==> src/rtl/tl_ul_pkg.sv <==
// ----------------------------------------------------------------------------
// tl_ul_pkg
//   Shared TileLink-UL definitions for the port buffer slice: opcode
//   encodings and the packed A/D channel beat layouts.
//   tl_a_t (82 bits): {opcode, param, size, source, address, mask, data, corrupt}
//   tl_d_t (47 bits): {opcode, param, size, source, sink, denied, data, corrupt}
// ----------------------------------------------------------------------------
package tl_ul_pkg;

   typedef enum logic [2:0] {
      A_PUT_FULL    = 3'd0,
      A_PUT_PARTIAL = 3'd1,
      A_ARITHMETIC  = 3'd2,
      A_LOGICAL     = 3'd3,
      A_GET         = 3'd4,
      A_INTENT      = 3'd5
   } tl_a_op_e;

   typedef enum logic [2:0] {
      D_ACCESS_ACK      = 3'd0,
      D_ACCESS_ACK_DATA = 3'd1,
      D_HINT_ACK        = 3'd2
   } tl_d_op_e;

   typedef struct packed {
      tl_a_op_e    opcode;
      logic [2:0]  param;
      logic [3:0]  size;
      logic [2:0]  source;
      logic [31:0] address;
      logic [3:0]  mask;
      logic [31:0] data;
      logic        corrupt;
   } tl_a_t;

   typedef struct packed {
      tl_d_op_e    opcode;
      logic [1:0]  param;
      logic [3:0]  size;
      logic [2:0]  source;
      logic        sink;
      logic        denied;
      logic [31:0] data;
      logic        corrupt;
   } tl_d_t;

   localparam int unsigned TL_A_W = $bits(tl_a_t);
   localparam int unsigned TL_D_W = $bits(tl_d_t);

endpackage

==> src/rtl/tl_ul_buffer_fifo.sv <==
// ----------------------------------------------------------------------------
// tl_ul_buffer_fifo
//   In-order FIFO of DEPTH entries (power of two, >= 2) used for one
//   TileLink channel. A written entry becomes visible on the read side one
//   cycle later; there is no empty bypass. wr_ready is derived only from the
//   pointer registers.
//   Ports: clock, reset_n (async, active-low)
//          wr_valid/wr_ready/wr_data : enqueue side
//          rd_valid/rd_ready/rd_data : dequeue side (rd_data = head entry)
// ----------------------------------------------------------------------------
module tl_ul_buffer_fifo #(
   parameter int unsigned WIDTH = 8,
   parameter int unsigned DEPTH = 2
) (
   input  logic             clock,
   input  logic             reset_n,
   input  logic             wr_valid,
   output logic             wr_ready,
   input  logic [WIDTH-1:0] wr_data,
   output logic             rd_valid,
   input  logic             rd_ready,
   output logic [WIDTH-1:0] rd_data
);

   localparam int unsigned AW = $clog2(DEPTH);
   localparam logic [AW:0] PTR_ONE = (AW + 1)'(1);

   // Pointers carry one extra wrap bit so full and empty are distinguishable.
   logic [AW:0]      wr_ptr_q, wr_ptr_d;
   logic [AW:0]      rd_ptr_q, rd_ptr_d;
   logic [WIDTH-1:0] mem_q [DEPTH];

   logic full, empty, wr_fire, rd_fire;

   assign empty    = (wr_ptr_q == rd_ptr_q);
   assign full     = (wr_ptr_q[AW] != rd_ptr_q[AW]) &&
                     (wr_ptr_q[AW-1:0] == rd_ptr_q[AW-1:0]);
   assign wr_ready = !full;
   assign rd_valid = !empty;
   assign rd_data  = mem_q[rd_ptr_q[AW-1:0]];
   assign wr_fire  = wr_valid && wr_ready;
   assign rd_fire  = rd_valid && rd_ready;

   // NOTE: every signal written in always_comb gets a default first, so no path leaves it unassigned and no latch is inferred.
   always_comb begin
      wr_ptr_d = wr_ptr_q;
      rd_ptr_d = rd_ptr_q;
      if (wr_fire) wr_ptr_d = wr_ptr_q + PTR_ONE;
      if (rd_fire) rd_ptr_d = rd_ptr_q + PTR_ONE;
   end

   // NOTE: sequential state uses non-blocking assignments so every flop samples pre-edge values.
   always_ff @(posedge clock or negedge reset_n) begin
      if (!reset_n) begin
         wr_ptr_q <= '0;
         rd_ptr_q <= '0;
      end else begin
         wr_ptr_q <= wr_ptr_d;
         rd_ptr_q <= rd_ptr_d;
      end
   end

   // NOTE: payload storage has no reset; clearing the pointers already makes every entry invalid.
   always_ff @(posedge clock) begin
      if (wr_fire) mem_q[wr_ptr_q[AW-1:0]] <= wr_data;
   end

endmodule

==> src/rtl/tl_ul_port_buffer.sv <==
// ----------------------------------------------------------------------------
// tl_ul_port_buffer
//   One-stage-latency buffer for a TileLink-UL port: an A-channel FIFO toward
//   the monitored link, a D-channel FIFO back upstream, and an outstanding
//   request counter with an unexpected-response error pulse.
//   Ports: clock, reset_n (async, active-low)
//          in_a_*  / out_a_* : A channel upstream / downstream
//          in_d_*  / out_d_* : D channel downstream / upstream
//          inflight          : A beats sent without a returned D beat
//          err_d_unexpected  : 1-cycle pulse after a D beat seen with inflight==0
//   Build option: define TLUL_BUF_INFLIGHT_LIMIT_EN to stall out_a while
//   inflight==MAX_INFLIGHT; otherwise inflight saturates at 7.
// ----------------------------------------------------------------------------
module tl_ul_port_buffer
   import tl_ul_pkg::*;
#(
   parameter int unsigned DEPTH        = 2,
   parameter int unsigned MAX_INFLIGHT = 4
) (
   input  logic       clock,
   input  logic       reset_n,
   input  logic       in_a_valid,
   output logic       in_a_ready,
   input  tl_a_t      in_a_bits,
   output logic       out_a_valid,
   input  logic       out_a_ready,
   output tl_a_t      out_a_bits,
   input  logic       in_d_valid,
   output logic       in_d_ready,
   input  tl_d_t      in_d_bits,
   output logic       out_d_valid,
   input  logic       out_d_ready,
   output tl_d_t      out_d_bits,
   output logic [2:0] inflight,
   output logic       err_d_unexpected
);

   localparam logic [2:0] INFLIGHT_SAT = 3'd7;

   logic              a_nonempty, a_fire, d_fire, a_blocked;
   logic [TL_A_W-1:0] a_head;
   logic [TL_D_W-1:0] d_head;
   logic [2:0]        inflight_q, inflight_d;
   logic              err_q, err_d;

   tl_ul_buffer_fifo #(.WIDTH(TL_A_W), .DEPTH(DEPTH)) u_fifo_a (
      .clock    (clock),
      .reset_n  (reset_n),
      .wr_valid (in_a_valid),
      .wr_ready (in_a_ready),
      .wr_data  (in_a_bits),
      .rd_valid (a_nonempty),
      .rd_ready (a_fire),
      .rd_data  (a_head)
   );

   tl_ul_buffer_fifo #(.WIDTH(TL_D_W), .DEPTH(DEPTH)) u_fifo_d (
      .clock    (clock),
      .reset_n  (reset_n),
      .wr_valid (in_d_valid),
      .wr_ready (in_d_ready),
      .wr_data  (in_d_bits),
      .rd_valid (out_d_valid),
      .rd_ready (out_d_ready),
      .rd_data  (d_head)
   );

   assign d_fire = in_d_valid && in_d_ready;

`ifdef TLUL_BUF_INFLIGHT_LIMIT_EN
   // A returning D beat on this edge frees a slot, so the ceiling only
   // blocks when no response is landing at the same time.
   assign a_blocked = (inflight_q == 3'(MAX_INFLIGHT)) && !d_fire;
`else
   logic unused_max_inflight;
   assign unused_max_inflight = ^3'(MAX_INFLIGHT);
   assign a_blocked           = 1'b0;
`endif

   assign out_a_valid = a_nonempty && !a_blocked;
   assign a_fire      = out_a_valid && out_a_ready;
   assign out_a_bits  = tl_a_t'(a_head);
   assign out_d_bits  = tl_d_t'(d_head);

   always_comb begin
      inflight_d = inflight_q;
      err_d      = 1'b0;
      unique case ({a_fire, d_fire})
         2'b10: begin
            if (inflight_q != INFLIGHT_SAT) inflight_d = inflight_q + 3'd1;
         end
         2'b01: begin
            // A response with nothing outstanding is flagged, not counted.
            if (inflight_q == 3'd0) err_d = 1'b1;
            else                    inflight_d = inflight_q - 3'd1;
         end
         default: ;
      endcase
   end

   always_ff @(posedge clock or negedge reset_n) begin
      if (!reset_n) begin
         inflight_q <= 3'd0;
         err_q      <= 1'b0;
      end else begin
         inflight_q <= inflight_d;
         err_q      <= err_d;
      end
   end

   assign inflight         = inflight_q;
   assign err_d_unexpected = err_q;

endmodule

==> config.mk <==
export PLATFORM = sky130hd
export DESIGN_NAME = tl_ul_port_buffer
export DESIGN_NICKNAME = d
export VERILOG_FILES = /design/src/rtl/tl_ul_pkg.sv /design/src/rtl/tl_ul_buffer_fifo.sv /design/src/rtl/tl_ul_port_buffer.sv
export SDC_FILE = /design/constraint.sdc
export NUM_CORES = 1
export LEC_CHECK = 0
export CAP_MARGIN = 25
export CORE_MARGIN = 2
export CORE_UTILIZATION = 31
export CTS_CLUSTER_SIZE = 30
export DETAILED_ROUTE_END_ITERATION = 8
export PLACE_DENSITY = 0.58
export SYNTH_ARGS = -nofsm -noshare
export SYNTH_HDL_FRONTEND = slang
export SYNTH_SLANG_ARGS = --single-unit
==> constraint.sdc <==
create_clock -name clock -period 5.74 [get_ports clock]
set_input_delay 0.574 -clock clock [delete_from_list [all_inputs] [get_ports clock]]
set_output_delay 0.574 -clock clock [all_outputs]
set_load 0.005 [all_outputs]
==> metrics.md <==
| Metric | Value |
|---|---|
| Root Buffer Master | `clkbuf_16` |
| Worst path bufs/invs | `2` |
| Detailed Routing Iterations Pass 1 | `4` |
| Number of flops mapped to enable cells by yosys | `258` |
| Crit path max fanout | `60` |
| Crit-path slowest cell | `dfrtp_4` |
| Post-synthesis simple-gate area fraction | `1.28%` |
| Worst Skew | `0.00781 ns` |
| Area delta synth->final | `40.3%` |
| Critical path's largest stage delay | `0.96 ns` |
| Cell taking the most area after synthesis | `edfxtp_1` |
| Grt total ovfl | `0` |
| IR Drop Worst-Case VDD | `0.000239 V` |
| Largest family of logic cells by synthesized area | `multiplexers` |
| Worst skew pair latency | `0.53 ns` |
| Gpl congestion | `0.740` |
| Die X | `184 um` |
| Die H | `184 um` |
| Outcome | `finished clean` |
| Ys Warns | `0` |
| Leakage power | `4.75 nW` |
| Placed Area | `0.0132 mm2` |
| Clk slew on worst S/H paths | `0.06 ns` |
| Syn Area/Cell | `20.8 um2` |
| Ranking of synthesized cells by area | `edfxtp_1 (77%), mux2_2 (15%), dfrtp_1 (3.0%)` |
| Drc violations | `0` |
| Synth Flop Type | `edfxtp_1` |
| Fraction of layout cells with a size suffix above 1 | `23.0%` |
| Crit. path cell count | `3` |
| Post-synthesis sequential area ratio | `80.0%` |
| Vias per Instance | `4.50` |
| Final ANT Viol Nets | `0` |
| Final Max Tran Viols | `0` |
| Deepest clock path buffer count | `3` |
| Post-CTS setup buffers | `0` |
| Die Area | `0.0339 mm2` |
| Hold Vio Cnt, Final | `0` |
| CP delay by family, top | `flip-flops` |
| Largest net degree at the start of global routing | `61` |
| CTS tree | `built` |
| RSZ-0062 raised after global routing | `no` |
| Power Total | `7.39 mW` |
| First-pass GRT wire length | `32300 um` |
| Max-cap viol count | `0` |
| Initial Util | `31.7%` |
| Via count | `5391` |
| Detailed Place HPWL | `14800 um` |
| Vias in the first global route | `5630` |
| Synth Area in Compound Gates | `1.14%` |
| Final Routed Wirelength | `21800 um` |
| Design area | `0.0141 mm2` |
| XOR/XNOR Fraction of Synth Area | `0.610%` |
| Filler Cell Count | `2801` |
| Fin crit share | `60.8%` |
| Post-DR wirelength/cell | `18.2 um` |
| Critical-path cell list | `buf_4 -> mux2_2 -> clkdlybuf4s50_1` |
| Synth top area share | `77.1%` |
| Post-cts repair resize count | `0` |
| Post-Syn Nets | `621` |
| WP data required | `5.17 ns` |
| Fmax | `286 MHz` |
| Core area | `0.0317 mm2` |
| Post-Syn Instances | `483` |
| First DRT Iteration DRCs | `245` |
| Post-synthesis register bit count | `270` |
| I/O Buffers | `271` |
| Post-route minimum period | `3.49 ns` |
| Synth async-reset ratio | `4.44%` |
| Crit end category | `primary output` |
| Netlist cell types | `32` |
| Total GRT Usage | `12.5%` |
| Worst R2R Setup Slack | `3.06 ns` |
| Clk sinks | `270` |
| Reg2Reg Depth | `4` |
| Hold Path Class | `input pin to asynchronous set/reset pin` |
| Hold-fix buffer count after cts | `0` |
| Adder-Cell Fraction of Synth Area | `0.448%` |
| TNS Setup | `0 ns` |
| Net count, final | `913` |
| Mux share of post-synthesis cell area | `15.1%` |
| Setup CP Type | `flip-flop to primary output` |
| Relative slew slack | `43.1%` |
| # IOs | `272` |
| Synth Cell Area | `0.0101 mm2` |
| Startpoint Class | `flip-flop` |
| FP Rows | `65` |
| Number of setup violations in the final report | `0` |
| Cts bufs inserted | `29` |
| Max H-tree Level | `1` |
| Initial antenna violation count | `5` |
| Power Density | `524 mW/mm2` |
| Worst-margin pin slew | `0.853 ns` |
| Crit path DAT | `2.92 ns` |
==> layer usage <==
metal / track usage (%) / vias up / part of all wire, %
li1: - / 2487 / -
met1: 15.0 / 2614 / 41
met2: 19.5 / 247 / 44
met3: 6.36 / 39 / 12
met4: 3.65 / 4 / 2.1
met5: 0 / - / 0.11
==> per-stage QoR <==
stage | std cells | setup slack (ns) | hold WS (ns) | utilization, %
2_1_floorplan | 483 | 0.858 | 0.278 | -
3_3_place_gp | 1146 | 2.80 | 0.544 | 41.8
3_5_place_dp | 1146 | 2.77 | 0.531 | 41.8
4_1_cts | 1197 | 2.18 | 0.435 | 44.4
5_1_grt | 1197 | 2.06 | 0.462 | 44.4
6_report | 1199 | 2.25 | 0.430 | 44.5
==> path summary, 6_finish.rpt <==
| path | startpoint | endpoint |
|---|---|---|
| worst min register to register | inflight[1] | err_d_unexpected |
| min in group clock | inflight[1] | err_d_unexpected |
| worst min-delay path | reset_n | inflight[1] |
| worst max register to register | u_fifo_a.rd_ptr_q[0] | u_fifo_a.mem_q[0][35] |
| max in group asynchronous | reset_n | u_fifo_a.rd_ptr_q[0] |
| worst max-delay path | u_fifo_a.rd_ptr_q[0] | out_a_bits[81] |
==> area by class of cell <==
cell class	instances	area, um2	area share, %
Multi-Input combinational cell	189	1890	13.4
Sequential cell	270	8050	57.1
Timing Repair Buffer	279	2770	19.7
Clock inverter	10	81.3	0.577
Tap cell	402	503	3.57
Antenna cell	2	5.00	0.0355
Clock buffer	41	771	5.47
Inverter	6	22.5	0.160
==> synth_stat cells (all sizes together), types with 3 or more instances <==
cell type	count
mux2i	4
nand2b	3
inv	6
edfxtp	258
dfrtp	12
xnor2	4
o21ai	4
nor2	7
nand2	9
and2	3
xor2	3
buf	18
mux2	131
a21oi	3
==> flip-flops by register name (all words and copies together) (netlist names) <==
signal             flops
u_fifo_a.wr_ptr_q      2
u_fifo_a.rd_ptr_q      2
u_fifo_a.mem_q       164
u_fifo_d.mem_q        94
u_fifo_d.wr_ptr_q      2
err_d_unexpected       1
inflight               3
u_fifo_d.rd_ptr_q      2
==> placed cells by master (no fill, tap or decap), drive strengths merged, types with 2 or more instances in the layout <==
cell,n
nand2b,3
clkbuf,41
xor2,3
buf,8
edfxtp,258
dfrtp,12
clkinvlp,2
nand2,9
clkinv,6
a21oi,3
nor2,7
a21boi,2
and2,3
mux2,131
o21ai,4
mux2i,4
a31oi,2
nor3b,2
ha,2
nand3,2
clkdlybuf4s50,271
diode,2
inv,7
xnor2,4
==> cells by family (layout without fill, tap and decap cells) <==
kind of cell,count (synthesis),count (layout)
AND/OR/NAND/NOR,27,27
buffers and inverters,24,336
other,0,2
multiplexers,135,135
flip-flops,270,270
AO/OA/AOI/OAI,17,17
XOR/XNOR,7,7
adder cells (fa/ha/maj),3,3
==> power by group <==
part	internal, mW	switching, mW
sequential	2.87	0.252
combinational	1.51	1.08
clock	0.974	0.703
Note: power is estimated with default switching activity, not from simulation.
